[src/rtl/reg_file_sb.sv]
// Two-read/one-write register file with per-register pending-write scoreboard,
// writeback-to-read bypass and a sticky underflow flag for decode-stage hazard detection.
module reg_file_sb #(
    parameter int unsigned XLEN   = 32,
    parameter int unsigned NREGS  = 32,
    parameter int unsigned AW     = $clog2(NREGS),
    parameter int unsigned PEND_W = 2
) (
    input  logic            clk,
    input  logic            reset,
    input  logic [AW-1:0]   address_rd1,
    input  logic [AW-1:0]   address_rd2,
    output logic [XLEN-1:0] rdata1,
    output logic [XLEN-1:0] rdata2,
    output logic            rs1_busy,
    output logic            rs2_busy,
    input  logic            issue_en,
    input  logic [AW-1:0]   issue_rd,
    output logic            issue_ok,
    input  logic            wr_en,
    input  logic [AW-1:0]   address_wr,
    input  logic [XLEN-1:0] data_in,
    output logic            err_underflow
);

    localparam int unsigned PEND_MAX = (1 << PEND_W) - 1;

    logic [XLEN-1:0]   regs_q [NREGS];
    logic [PEND_W-1:0] cnt_q  [NREGS];
    logic [PEND_W-1:0] cnt_d  [NREGS];
    logic              err_q;
    logic              err_d;

    logic wr_live;
    logic dec_issue;
    logic dec_rd1;
    logic dec_rd2;

    // Writeback to any non-zero register; r0 writes are dropped entirely.
    assign wr_live = wr_en && (address_wr != '0);

    // A writeback retires one pending write only if the counter is non-zero.
    assign dec_issue = wr_en && (address_wr == issue_rd)    && (cnt_q[issue_rd]    != '0);
    assign dec_rd1   = wr_en && (address_wr == address_rd1) && (cnt_q[address_rd1] != '0);
    assign dec_rd2   = wr_en && (address_wr == address_rd2) && (cnt_q[address_rd2] != '0);

    assign issue_ok = (issue_rd == '0) ||
                      !((cnt_q[issue_rd] == PEND_W'(PEND_MAX)) && !dec_issue);

    // Read ports: same-cycle writeback bypass, outputs held at zero during reset.
    always_comb begin
        rdata1 = '0;
        rdata2 = '0;
        if (!reset) begin
            if (wr_live && (address_wr == address_rd1)) rdata1 = data_in;
            else if (address_rd1 != '0)                 rdata1 = regs_q[address_rd1];
            if (wr_live && (address_wr == address_rd2)) rdata2 = data_in;
            else if (address_rd2 != '0)                 rdata2 = regs_q[address_rd2];
        end
    end

    // Busy clears early when the last pending write retires this cycle (bypass covers it).
    always_comb begin
        rs1_busy = 1'b0;
        rs2_busy = 1'b0;
        if (!reset) begin
            rs1_busy = (address_rd1 != '0) && (cnt_q[address_rd1] != '0) &&
                       !((cnt_q[address_rd1] == PEND_W'(1)) && dec_rd1);
            rs2_busy = (address_rd2 != '0) && (cnt_q[address_rd2] != '0) &&
                       !((cnt_q[address_rd2] == PEND_W'(1)) && dec_rd2);
        end
    end

    // Pending counters: issue increments, writeback decrements, both together cancel.
    always_comb begin
        for (int unsigned r = 0; r < NREGS; r++) begin
            cnt_d[r] = cnt_q[r];
            if (r != 0) begin
                logic inc;
                logic dec;
                inc = issue_en && issue_ok && (issue_rd == AW'(r));
                dec = wr_en && (address_wr == AW'(r)) && (cnt_q[r] != '0);
                if (inc && !dec)      cnt_d[r] = cnt_q[r] + PEND_W'(1);
                else if (dec && !inc) cnt_d[r] = cnt_q[r] - PEND_W'(1);
            end else begin
                cnt_d[r] = '0;
            end
        end
    end

    assign err_d = err_q || (wr_live && (cnt_q[address_wr] == '0));

    always_ff @(posedge clk or posedge reset) begin
        if (reset) begin
            for (int unsigned r = 0; r < NREGS; r++) begin
                regs_q[r] <= '0;
                cnt_q[r]  <= '0;
            end
            err_q <= 1'b0;
        end else begin
            if (wr_live) regs_q[address_wr] <= data_in;
            for (int unsigned r = 0; r < NREGS; r++) cnt_q[r] <= cnt_d[r];
            err_q <= err_d;
        end
    end

    assign err_underflow = err_q;

endmodule

[config.mk]
export PLATFORM = sky130hd
export DESIGN_NAME = reg_file_sb
export DESIGN_NICKNAME = d
export VERILOG_FILES = /design/src/rtl/reg_file_sb.sv
export SDC_FILE = /design/constraint.sdc
export NUM_CORES = 2
export LEC_CHECK = 0
export CORE_MARGIN = 5
export CORE_UTILIZATION = 45
export CTS_CLUSTER_DIAMETER = 200
export CTS_CLUSTER_SIZE = 10
export DETAILED_ROUTE_END_ITERATION = 10
export PLACE_DENSITY = 0.58
export SLEW_MARGIN = 20
export SYNTH_ARGS = -nofsm -noshare
export SYNTH_HDL_FRONTEND = slang
export SYNTH_SLANG_ARGS = --single-unit
[constraint.sdc]
create_clock -name clk -period 83.1 [get_ports clk]
set_input_delay 12.465 -clock clk [delete_from_list [all_inputs] [get_ports clk]]
set_output_delay 12.465 -clock clk [all_outputs]
set_load 0.05 [all_outputs]
# Word level (Yosys, flattened, before mapping)
# Index checks and enable logic that the tools add are counted.
# totals
register_bits	1087
in_bits	56
word_cells	606
# op_classes
addsub	62
magnitude_cmp	5
eq_ne	68
muxes	91
n_bitwise	4
n_reduce_logical	312
# ops
operator	n
bitwise mux 1024 bit	1
2-to-1 mux 32 bit	11
binary-select mux 32 bit (select 5 bit)	2
logical AND 1 bit	174
demux 32 bit (select 5 bit)	1
equality test 5 bit, second input constant	32
2-to-1 mux 2 bit	70
nonzero test 2 bit	65
equality test 5 x 4 -> 1 bit, second input constant	16
zero test 1 bit	66
adder 2 x 1 -> 2 bit, second input constant	31
subtractor 2 x 1 -> 2 bit, second input constant	31
binary-select mux 2 bit (select 5 bit)	4
equality test 5 x 3 -> 1 bit, second input constant	8
>= comparator 6 bit, second input constant	4
inverter 5 -> 6 bit	4
equality test 5 x 2 -> 1 bit, second input constant	4
equality test 5 bit	3
nonzero test 5 bit	3
equality test 5 x 1 -> 1 bit, second input constant	2
< comparator 6 x 1 -> 1 bit, second input constant	1
zero test 5 bit	1
equality test 2 x 1 -> 1 bit, second input constant	2
equality test 2 bit, second input constant	1
other kinds (3)	5

# Depth between registers and ports, before layout
# logic_depth
depth_word	16
depth_mapped	14
ltp_nobuf	9

# Worst setup path after synthesis
# No wires, ideal clock.
# synth_path
path_type	input -> output
startpoint	input reset
endpoint	output rdata2[22]
arrival_time_ps	47167
required_ps	70635
slack_ps	23468
path_stages	3
path_buffers	1
cell_sequence	clkinv_1 -> clkbuf_1 -> o211a_1
# synth_via
elab_chain_len	1
# synth_lines
item	line	text
start: declaration	10	input logic reset,
2-to-1 mux 32 bit	54	if (!reset) begin
end: declaration	14	output logic [XLEN-1:0] rdata2,
# No other way between the ends.

# Worst setup path in the final report
# layout_path
startpoint	input reset
endpoint	output rdata2[10]
# Same word-level chain as after synthesis.

==> run_results.csv <==
group,metric,value,unit
run_status,outcome,"finished clean",
timing,rsz0062_at_grt,"false",
logic_synthesis,syn_nets,4251,
logic_synthesis,synthesis.area,60080,sq um
hold_path,min_delay_path_depth,0,
power_and_ir_drop,leakage,28.21,nW
timing,max_freq,33.00,MHz
logic_synthesis,synth.yosys.seq_area_share,0.4528,
timing,min_period,30.30,ns
hold_path,worst_hold_path_type,"reg2reg",
detailed_routing,dr_total_vias,38100,
detailed_routing,wl_per_cell,32.66,um
clock_tree,cts_hold_buf,0,
critical_path,rr_worst_depth,9,
logic_synthesis,async_flop_share,1.000,
timing,final-setup-viol-count,0,
detailed_routing,vias_per_cell,6.552,
power_and_ir_drop,power,1.571,mW
clock_tree,cts-root-buf,"clkbuf_16",
logic_synthesis,synth_area_per_cell,14.43,sq um
placement,placed_cells,5688,
timing,setup_tns,0,ns
critical_path,critPathArrivalTime,17.84,ns
placement,place_congestion,0.7900,
layout,mostFrequentLayoutCells,"dfrtp_1, mux2_2, mux4_2, nand2_1, mux2i_1",
placement,place_hpwl,99690,um
floorplan,die_w,375.4,um
critical_path,worstSetupEndpointType,"primary output",
global_routing,grt_pass1_vias,39130,
floorplan,rows,134,
critical_path,required,70.64,ns
logic_synthesis,yosys_warnings,0,
logic_synthesis,synth_cells,4164,
clock_tree,clock_latency,0.73,ns
logic_synthesis,synth_edf_count,0,
clock_tree,clk_pin_slew_worst_paths,0.06,ns
logic_synthesis,yosysTopAreaCellShare,0.4528,
logic_synthesis,synthFlopType,"dfrtp_1",
detailed_routing,drt_iter0_markers,3386,
global_routing,grt.total_usage,0.2691,
timing,hold_viol_final,0,
timing,finClkSkew,0.01801,ns
floorplan,io_pins,124,
placement,port_buffers,123,
power_and_ir_drop,vdd_drop_max,0.01616,mV
logic_synthesis,synth_seq_cells,1087,
logic_synthesis,ys_top_cells_by_area,"dfrtp_1, mux4_2, mux2_2, mux2i_1, clkbuf_1",
clock_tree,cts.sinks,1087,
timing,period_share,0.3646,
critical_path,worstSetupPathType,"in2out",
floorplan,dieHeight,375.4,um
floorplan,coreArea,133100,sq um
floorplan,dieArea,140900,sq um
layout,finalNonFillerCells,5815,
layout,nets,4127,
power_and_ir_drop,p_per_area,23.89,nW/um^2
timing,finalMaxSlewViolations,0,
critical_path,start_kind,"input pin",
logic_synthesis,synth.distinct_cells,63,
clock_tree,cts_tree,"yes",
detailed_routing,drt_pass1_iterations,7,
layout,final_common_cell,"dfrtp_1",
layout,areaGrowthSynthToFinish,9.478,%
global_routing,grt_max_degree,137,
clock_tree,post_cts_buffers,0,
timing,tightest_slew,1.129,ns
clock_tree,ctsResizeCount,0,
flow_run,drv_cap,0,
detailed_routing,drcViolationCount,0,
global_routing,antenna_found_initial,7,
floorplan,start_util,0.4513,
clock_tree,htreeDepth,3,
global_routing,grt_pass1_wl,281500,um
global_routing,grt.overflow.total,0,
critical_path,cp_max_fo,136,
clock_tree,numCtsBuffers,118,
timing,slew_headroom,0.2414,
detailed_routing,antenna_left,0,
clock_tree,clockBufferDepth,3,
logic_synthesis,netlist.top_cell.by_area,"dfrtp_1",
detailed_routing,drt_wl_total,189900,um
layout,drive_above_1_share,0.4506,
-- registers in the layout, indices dropped and copies added (netlist names) --
signal	count
cnt_q	62
err_underflow	1
regs_q	1024
-- stage by stage --
stage	setup WS, ns	instance area (sq um)	util	hold slack [ns]
floorplan	23.47	60080	-	0.4246
global placement	52.53	62710	0.4710	0.3604
detailed placement	52.48	62700	0.4710	0.3632
CTS	52.47	65790	0.4942	0.3759
global route	52.07	65770	0.4941	0.3844
finish	52.80	65770	0.4941	0.3723
-- worst max-delay path: stages --
cell and delay (ns):
clkdlybuf4s50_1 0.58, inv_8 0.61, buf_12 0.65, buf_12 0.48, buf_12 0.52, buf_4 0.70
buf_4 0.63, o211a_1 0.25, clkdlybuf4s50_1 0.80
-- where the power goes --
part           switching (mW)  total, mW  internal [mW]
combinational           0.150      0.366          0.216
sequential              0.102      0.741          0.639
clock                   0.212      0.464          0.252
-- synth_stat cells (4+ instances only) --
cell,n
o211ai_1,72
buf_2,141
nand4_1,37
xnor2_1,41
or2_2,9
a221oi_1,36
clkbuf_1,271
nor3b_1,10
nand2_1,164
nand3_1,46
o22ai_1,4
o21ai_0,20
mux2_1,61
buf_6,4
nor2b_1,9
buf_4,4
inv_1,5
nor4_1,12
mux2i_1,140
nand2b_1,10
mux4_2,513
a22oi_1,64
mux2_2,1009
xor2_1,67
o211a_1,33
ha_1,31
buf_1,48
a211oi_1,9
dfrtp_1,1087
nor2_1,82
a21oi_1,15
nor3_1,27
a22o_1,33
-- cell type report --
cell class,instances,area [sq um]
Antenna cell,1,2.502
Clock buffer,120,3003
Clock inverter,6,85.08
Fill cell,11480,67350
Inverter,6,30.03
Multi-Input combinational cell,2600,31150
Sequential cell,1087,27200
Tap cell,1768,2212
Timing Repair Buffer,227,2083
-- final timing paths --
check / startpoint / to / slack, ns
max in group asynchronous: reset / regs_q[397] / 67.14
min in group asynchronous: reset / err_underflow / 12.42
worst max register to register: cnt_q[42] / cnt_q[35] / 80.17
worst min-delay path: regs_q[1017] / regs_q[1017] / 0.37
worst max-delay path: reset / rdata2[10] / 52.80
worst min register to register: regs_q[1017] / regs_q[1017] / 0.37
-- metal layers --
layer / vias up / GRT usage / routed length, um
met5: - / 0 / 40
met4: 6 / 0.07667 / 5163
met3: 280 / 0.04179 / 11170
met2: 1268 / 0.4347 / 91030
met1: 20900 / 0.3809 / 82550
li1: 15650 / - / -
-- cells by family (layout without fill, tap and decap cells) --
kind of cell	count (synthesis)	count (layout)	share of synthesized area
mux	1725	1725	0.4171
flops	1087	1087	0.4528
buf+inv	477	359	0.03413
simple gates	431	431	0.03418
compound gates	305	305	0.03965
xor+xnor	108	108	0.01574
fa+ha+maj	31	31	0.006456
other cells	0	1	0
Power figures use the tool's default switching activity.
